===== config.mk =====
export PLATFORM = sky130hd
export DESIGN_NAME = bloom_filter_hashes_11b
export DESIGN_NICKNAME = d
export VERILOG_FILES = /design/src/rtl/bloom_hash_pkg.sv /design/src/rtl/bloom_hash_fold.sv /design/src/rtl/bloom_filter_hashes_11b.sv
export SDC_FILE = /design/constraint.sdc
export NUM_CORES = 1
export LEC_CHECK = 0
export BUFFER_PORTS_ARGS = -buffer_cell sky130_fd_sc_hd__buf_2
export CORE_UTILIZATION = 38
export DETAILED_ROUTE_END_ITERATION = 6
export GPL_TIMING_DRIVEN = 1
export HOLD_SLACK_MARGIN = 0.15
export PLACE_DENSITY = 0.66
export SYNTH_ARGS = -nofsm -noshare
export SYNTH_HDL_FRONTEND = slang
export SYNTH_SLANG_ARGS = --single-unit
export TNS_END_PERCENT = 20

===== constraint.sdc =====
create_clock -name clk -period 1.9 [get_ports clk]
set_clock_uncertainty 0.05 [all_clocks]
set_input_delay 0.19 -clock clk [delete_from_list [all_inputs] [get_ports clk]]
set_output_delay 0.19 -clock clk [all_outputs]
set_load 0.005 [all_outputs]

===== src/rtl/bloom_hash_pkg.sv =====
// Shared constants, types and the key-rotation helper for the Bloom filter hash block.
package bloom_hash_pkg;

    localparam int KEY_W     = 72;
    localparam int HASH_W    = 11;
    localparam int NUM_HASH  = 7;
    localparam int NUM_CHUNK = 7;
    localparam int EXT_W     = NUM_CHUNK * HASH_W;
    localparam int LO_CHUNKS = 4;

    typedef logic [HASH_W-1:0] hash_t;

    localparam int ROT [NUM_HASH] = '{0, 7, 13, 19, 29, 37, 43};

    localparam hash_t SEED [NUM_HASH] = '{
        11'h5A3, 11'h2C7, 11'h71E, 11'h0B9, 11'h64D, 11'h3F2, 11'h18A
    };

    // Rotate left within the key width; the doubled key makes r = 0 need no special case.
    function automatic logic [KEY_W-1:0] rotl72(input logic [KEY_W-1:0] key, input int r);
        logic [2*KEY_W-1:0] dbl;
        dbl = {key, key};
        return dbl[2*KEY_W-1-r -: KEY_W];
    endfunction

endpackage


===== src/rtl/bloom_hash_fold.sv =====
// One hash lane: rotate the key, zero-extend to seven chunks and XOR-fold them.
// With BLOOM_HASH_PIPE_EN the two partial folds are exposed separately for pipelining.
module bloom_hash_fold
    import bloom_hash_pkg::KEY_W, bloom_hash_pkg::HASH_W, bloom_hash_pkg::EXT_W,
           bloom_hash_pkg::NUM_CHUNK, bloom_hash_pkg::LO_CHUNKS, bloom_hash_pkg::hash_t,
           bloom_hash_pkg::rotl72;
#(
    parameter int    ROT  = 0,
    parameter hash_t SEED = '0
)
(
    input  logic [KEY_W-1:0]  key_i,
`ifdef BLOOM_HASH_PIPE_EN
    output logic [HASH_W-1:0] part_lo_o,
    output logic [HASH_W-1:0] part_hi_o,
    output logic [HASH_W-1:0] seed_o
`else
    output logic [HASH_W-1:0] fold_o
`endif
);

    logic [EXT_W-1:0] ext;
    hash_t            lo;
    hash_t            hi;

    assign ext = {{(EXT_W-KEY_W){1'b0}}, rotl72(key_i, ROT)};

    always_comb begin
        lo = '0;
        hi = '0;
        for (int k = 0; k < LO_CHUNKS; k++) begin
            lo = lo ^ ext[k*HASH_W +: HASH_W];
        end
        for (int k = LO_CHUNKS; k < NUM_CHUNK; k++) begin
            hi = hi ^ ext[k*HASH_W +: HASH_W];
        end
    end

`ifdef BLOOM_HASH_PIPE_EN
    // The seed travels with the partials so the second stage can finish the hash.
    assign part_lo_o = lo;
    assign part_hi_o = hi;
    assign seed_o    = SEED;
`else
    assign fold_o = lo ^ hi ^ SEED;
`endif

endmodule


===== src/rtl/bloom_filter_hashes_11b.sv =====
// Seven 11-bit Bloom filter bank indices from one 72-bit key, registered with a valid strobe.
// Define BLOOM_HASH_PIPE_EN for a two-stage (latency 2) build; default is latency 1.
module bloom_filter_hashes_11b
    import bloom_hash_pkg::*;
(
    input  logic              clk,
    input  logic              rst_n,
    input  logic              valid_in,
    input  logic [KEY_W-1:0]  data_in,
    output logic              valid_out,
    output logic [HASH_W-1:0] hash_0,
    output logic [HASH_W-1:0] hash_1,
    output logic [HASH_W-1:0] hash_2,
    output logic [HASH_W-1:0] hash_3,
    output logic [HASH_W-1:0] hash_4,
    output logic [HASH_W-1:0] hash_5,
    output logic [HASH_W-1:0] hash_6
);

    hash_t hash_q [NUM_HASH];
    hash_t hash_d [NUM_HASH];
    logic  valid_q;

`ifdef BLOOM_HASH_PIPE_EN
    hash_t lo_d   [NUM_HASH];
    hash_t hi_d   [NUM_HASH];
    hash_t seed_w [NUM_HASH];
    hash_t lo_q   [NUM_HASH];
    hash_t hi_q   [NUM_HASH];
    logic  s1_valid_q;

    for (genvar g = 0; g < NUM_HASH; g++) begin : g_fold
        bloom_hash_fold #(
            .ROT  (ROT[g]),
            .SEED (SEED[g])
        ) u_fold (
            .key_i     (data_in),
            .part_lo_o (lo_d[g]),
            .part_hi_o (hi_d[g]),
            .seed_o    (seed_w[g])
        );
    end

    always_comb begin
        for (int i = 0; i < NUM_HASH; i++) begin
            hash_d[i] = lo_q[i] ^ hi_q[i] ^ seed_w[i];
        end
    end

    // Stage 1 captures the partial folds only for valid keys.
    always_ff @(posedge clk or negedge rst_n) begin
        if (!rst_n) begin
            s1_valid_q <= 1'b0;
            lo_q       <= '{default: '0};
            hi_q       <= '{default: '0};
        end else begin
            s1_valid_q <= valid_in;
            if (valid_in) begin
                lo_q <= lo_d;
                hi_q <= hi_d;
            end
        end
    end

    always_ff @(posedge clk or negedge rst_n) begin
        if (!rst_n) begin
            valid_q <= 1'b0;
            hash_q  <= '{default: '0};
        end else begin
            valid_q <= s1_valid_q;
            if (s1_valid_q) begin
                hash_q <= hash_d;
            end
        end
    end
`else
    for (genvar g = 0; g < NUM_HASH; g++) begin : g_fold
        bloom_hash_fold #(
            .ROT  (ROT[g]),
            .SEED (SEED[g])
        ) u_fold (
            .key_i  (data_in),
            .fold_o (hash_d[g])
        );
    end

    always_ff @(posedge clk or negedge rst_n) begin
        if (!rst_n) begin
            valid_q <= 1'b0;
            hash_q  <= '{default: '0};
        end else begin
            valid_q <= valid_in;
            if (valid_in) begin
                hash_q <= hash_d;
            end
        end
    end
`endif

    assign valid_out = valid_q;
    assign hash_0    = hash_q[0];
    assign hash_1    = hash_q[1];
    assign hash_2    = hash_q[2];
    assign hash_3    = hash_q[3];
    assign hash_4    = hash_q[4];
    assign hash_5    = hash_q[5];
    assign hash_6    = hash_q[6];

endmodule


# Yosys cells after proc, flatten, opt, wreduce, memory -nomap -nowiden
# Index checks and enable logic that the tools add are counted.
[totals] regBits=78 input_bits=75 word_cells=57
[classes] bitwise_logic=49
[op_table] cell="bitwise XOR 11 bit" n=35
[op_table] cell="bitwise XOR 11 x 6 -> 11 bit" n=7
[op_table] cell="inverter 6 bit" n=3
[op_table] cell="inverter 7 bit" n=2
[op_table] cell="inverter 5 bit" n=1
[op_table] cell="inverter 4 bit" n=1

# Longest topological paths before layout
[logic_depth] depth_word=5 depth_mapped=4 mapped_depth_nobuf=3

# Cells and area by module
# From an unflattened synthesis, not the netlist that was laid out.
[hier_totals] hier_cells=472 area_unflattened_um2=7354.6
[by_module_without_submodules] mod="bloom_hash_fold" n_inst=7 cells_per_inst=44 area_each_um2=619.3 seq_area_each_um2=0.0
[by_module_without_submodules] mod="bloom_filter_hashes_11b" n_inst=1 cells_per_inst=164 area_each_um2=3019.1 seq_area_each_um2=1951.9

# Least setup slack after synthesis
# Ideal clock, no wire load.
[synth_path] path_type="input to register" startpoint="input data_in[18]" endpoint="register hash_q (netlist bit hash_4[3])" setup_ns=0.125 t_arrival_ns=1.353 path_slack_ns=0.372 path_stages=3 path_buffers=0 cell_sequence="xor3_4 -> xnor3_1 -> mux2_2"
[synth_via] elab_chain_cells=4
[synth_rtl] item="from (decl)" line_no="bloom_filter_hashes_11b.sv:9" source="input logic [KEY_W-1:0] data_in,"
[synth_rtl] item="bitwise XOR 11 bit" line_no="bloom_hash_fold.sv:35" source="hi = hi ^ ext[k*HASH_W +: HASH_W];"
[synth_rtl] item="bitwise XOR 11 x 6 -> 11 bit" line_no="bloom_hash_fold.sv:35"
[synth_rtl] item="bitwise XOR 11 bit" line_no="bloom_hash_fold.sv:45" source="assign fold_o = lo ^ hi ^ SEED;"
[synth_rtl] item="inverter 6 bit (no line)"
[synth_rtl] item="to (signal assigned)" line_no="bloom_filter_hashes_11b.sv:94" source="hash_q <= hash_d;"
[synth_rtl] item="to (decl)" line_no="bloom_filter_hashes_11b.sv:20" source="hash_t hash_q [NUM_HASH];"
# No other way between the ends.
# A chain may end at the register's enable or synchronous reset.

# Worst setup path in the final report
# Same ends and word-level chain as after synthesis.

==> metrics.md <==
| Metric | Value |
|---|---|
| Clock root cell | clkbuf_16 |
| Synth Area in Simple Gates | 1.084% |
| GPL Wtd Cong | approximately 0.74 |
| Slew HR | around 67% |
| Worst slew pin tran | between 0.4 and 0.5 ns |
| Worst-path clk slew | approximately 0.06 ns |
| Antenna violations before repair | 0 |
| Sequential area share after synthesis | 35.23% |
| Xor/xnor cell area share of the yosys netlist | a little under half |
| Final instance area | around 7000 um^2 |
| Global Route Usage Sum | between 10% and 20% |
| Pwr Density | 1057 nW/um^2 |
| I/O pin count | 153 |
| Total clock sinks | 78 |
| Final Setup Violations | 0 |
| Remaining DRCs | 0 |
| Setup TNS | 0 ns |
| Final layout net count | between 500 and 600 |
| Clock latency on the worst-skew pair | ~0.33 ns |
| Main combinational cell family by area after synthesis | XOR/XNOR gates |
| Site Rows | 43 |
| Hold slack | between 0.2 and 0.25 ns |
| Syn Area/Cell | ~16 um^2 |
| Status | complete, no violations |
| MaxCap Viol Count | 0 |
| Drt first pass iters | 4 |
| Final WL | 10380 um |
| Via Count | between 3000 and 4000 |
| Grt ovf | 0 |
| Post-synthesis mux area share | between 10 and 15% |
| Adder-Cell Fraction of Synth Area | 0% |
| CTS tree | built |
| Worst Path Max Fanout | 6 |
| WL/cell | ~15 um |
| Synthesized Nets | between 400 and 500 |
| Hold Crit Class | primary input to flip-flop |
| Postcts setup bufs | 0 |
| Global-route wire length before repair | approximately 16000 um |
| Max IR drop VDD | about 0.53 mV |
| Die Area | about 15000 um^2 |
| Seq cells post-synth | 78 |
| Antenna Cells | 0 |
| Clock Tree Buf Depth | 2 |
| Post-CTS Resized | 0 |
| Critical Path AT | around 1.5 ns |
| Starting Density | 39.45% |
| Count of final hold-check violations | 0 |
| Worst setup path class | primary input to flip-flop |
| Synth Warn # | 0 |
| Fin crit period | ~1.3 ns |
| Final Cycle Share | 70.68% |
| Crit start category | primary input |
| Core Box Area | between 10000 and 15000 um^2 |
| CTS Buf Count | 9 |
| Largest net degree at the start of global routing | 83 |
| Vias in the first global route | between 3000 and 4000 |
| CTS H-tree lvls | 3 |
| Port bufs | between 150 and 200 |
| Unrepaired setup endpoints after global routing | false |
| Routed Antenna Nets | 0 |
| Layout cell share with drive strength beyond 1 | 46.34% |
| Cells after synthesis | between 300 and 400 |
| Post-DP HPWL | 7683 um |
| P_leak | between 3 and 4 nW |
| Placed cell area | approximately 6600 um^2 |
| Die W | 122.7 um |
| Synth Cell Area | 5540 um^2 |
| DRT iter0 DRCs | roughly 110 |
| Avg Vias per Cell | 4.669 |
| Synth Area in Compound Gates | 1.445% |
| Die height | between 100 and 150 um |
| Element type at the critical path end | flip-flop |
| Synth cell types | 17 |
| CP Data Required Time | slightly above 2 ns |
| Maximum clock frequency | roughly 740 MHz |
| Fin. max-slew vios | 0 |
| Synthesis-to-finish area growth | 25.00% |
==> cell usage in the layout (no fill, tap or decap), types with 3 or more instances in the layout <==
cell,netlist,layout
dfrtp_1,78,78
clkinv_2,0,3
buf_4,3,12
mux2_2,44,44
a21oi_1,16,16
xnor3_1,58,58
xnor2_1,30,30
xnor2_2,3,3
clkbuf_16,0,9
inv_1,17,17
bufinv_16,0,3
xor2_1,3,3
buf_2,1,150
xnor3_2,3,3
mux2i_1,17,17
nor2_1,16,16
xor3_2,3,3
xor3_1,35,35
==> synth_stat cells <==
cell / n / area, um^2
mux2i_1: 17 / 170.2
xnor3_2: 3 / 71.32
clkbuf_1: 11 / 41.29
xor2_1: 3 / 26.28
xnor3_1: 58 / 1306
buf_4: 3 / 22.52
buf_2: 1 / 5.000
xnor2_2: 3 / 48.80
a21oi_1: 16 / 80.08
xor3_1: 35 / 832.1
mux2_2: 44 / 495.5
xor3_4: 1 / 27.53
dfrtp_1: 78 / 1952
xor3_2: 3 / 75.07
nor2_1: 16 / 60.06
xnor2_1: 30 / 262.8
inv_1: 17 / 63.81
==> where the power goes <==
part	switching, mW	internal, mW	leakage (nW)	total (mW)
clock network	0.705	1.28	0.165	1.98
registers	0.307	2.25	0.902	2.55
logic	1.01	1.78	2.73	2.78
total	2.02	5.30	3.80	7.32
==> area by class of cell <==
type                    count  area [um^2]
clock inverters             7        112.6
fillers                  1228         7117
clock buffers               9        225.2
multi-input cells         229         3456
flip-flops and latches     78         1952
well taps                 180        225.2
repair buffers            165        890.9
inverters                  17        63.81
==> flip-flops by register name, indices dropped and copies added, names as in the netlist <==
signal / count
valid_out: 1
hash_0: 11
hash_3: 11
hash_4: 11
hash_6: 11
hash_2: 11
hash_5: 11
hash_1: 11
==> cells by family after synthesis <==
kind of cell / count (synthesis)
multiplexers: 61
AND/OR/NAND/NOR: 16
buffers and inverters: 32
flip-flops: 78
XOR/XNOR: 136
AO/OA/AOI/OAI: 16
==> critical path, stage by stage <==
cell and delay, ns:
buf_2 0.10, xor3_4 0.57, xnor3_1 0.39, mux2_2 0.26
==> metrics by stage <==
stage | utilization (%) | setup WS (ns) | total power, mW | instances
after CTS | 49.32 | 0.5648 | 7.449 | 685
after floorplan | - | 0.3723 | 4.347 | 339
after detailed placement | 46.84 | 0.1938 | 5.412 | 668
final | 49.32 | 0.5570 | 7.317 | 685
after global placement | 46.84 | 0.2341 | 5.326 | 668
after global routing | 49.32 | 0.5271 | 7.793 | 685
==> metal layers <==
metal	wire, um	global-route usage [%]	vias to the layer above
met5	0	0	-
met3	633	3.671	13
met4	174	5.945	0
met2	5058	23.24	104
li1	-	-	1513
met1	4513	18.53	1568
==> path summary, 6_finish.rpt <==
| path | start | to | slack (ns) | cells past startpoint |
|---|---|---|---|---|
| max in group asynchronous | rst_n | valid_out | 0.92 | 3 |
| min in group asynchronous | rst_n | hash_0[8] | 0.29 | 2 |
| worst max-delay path | data_in[18] | hash_4[3] | 0.56 | 4 |
| worst max register to register | hash_0[0] | hash_0[0] | 1.07 | 1 |
| worst min register to register | hash_4[6] | hash_4[6] | 0.45 | 1 |
| worst min-delay path | data_in[42] | hash_5[7] | 0.21 | 3 |
==> what timing repair did <==
action	4_1_cts	5_1_grt
endpoints found under the setup margin	0	0
hold endpoints to repair	33	0
hold buffers	1	0
No activity file was read; power rests on OpenSTA's default activity.
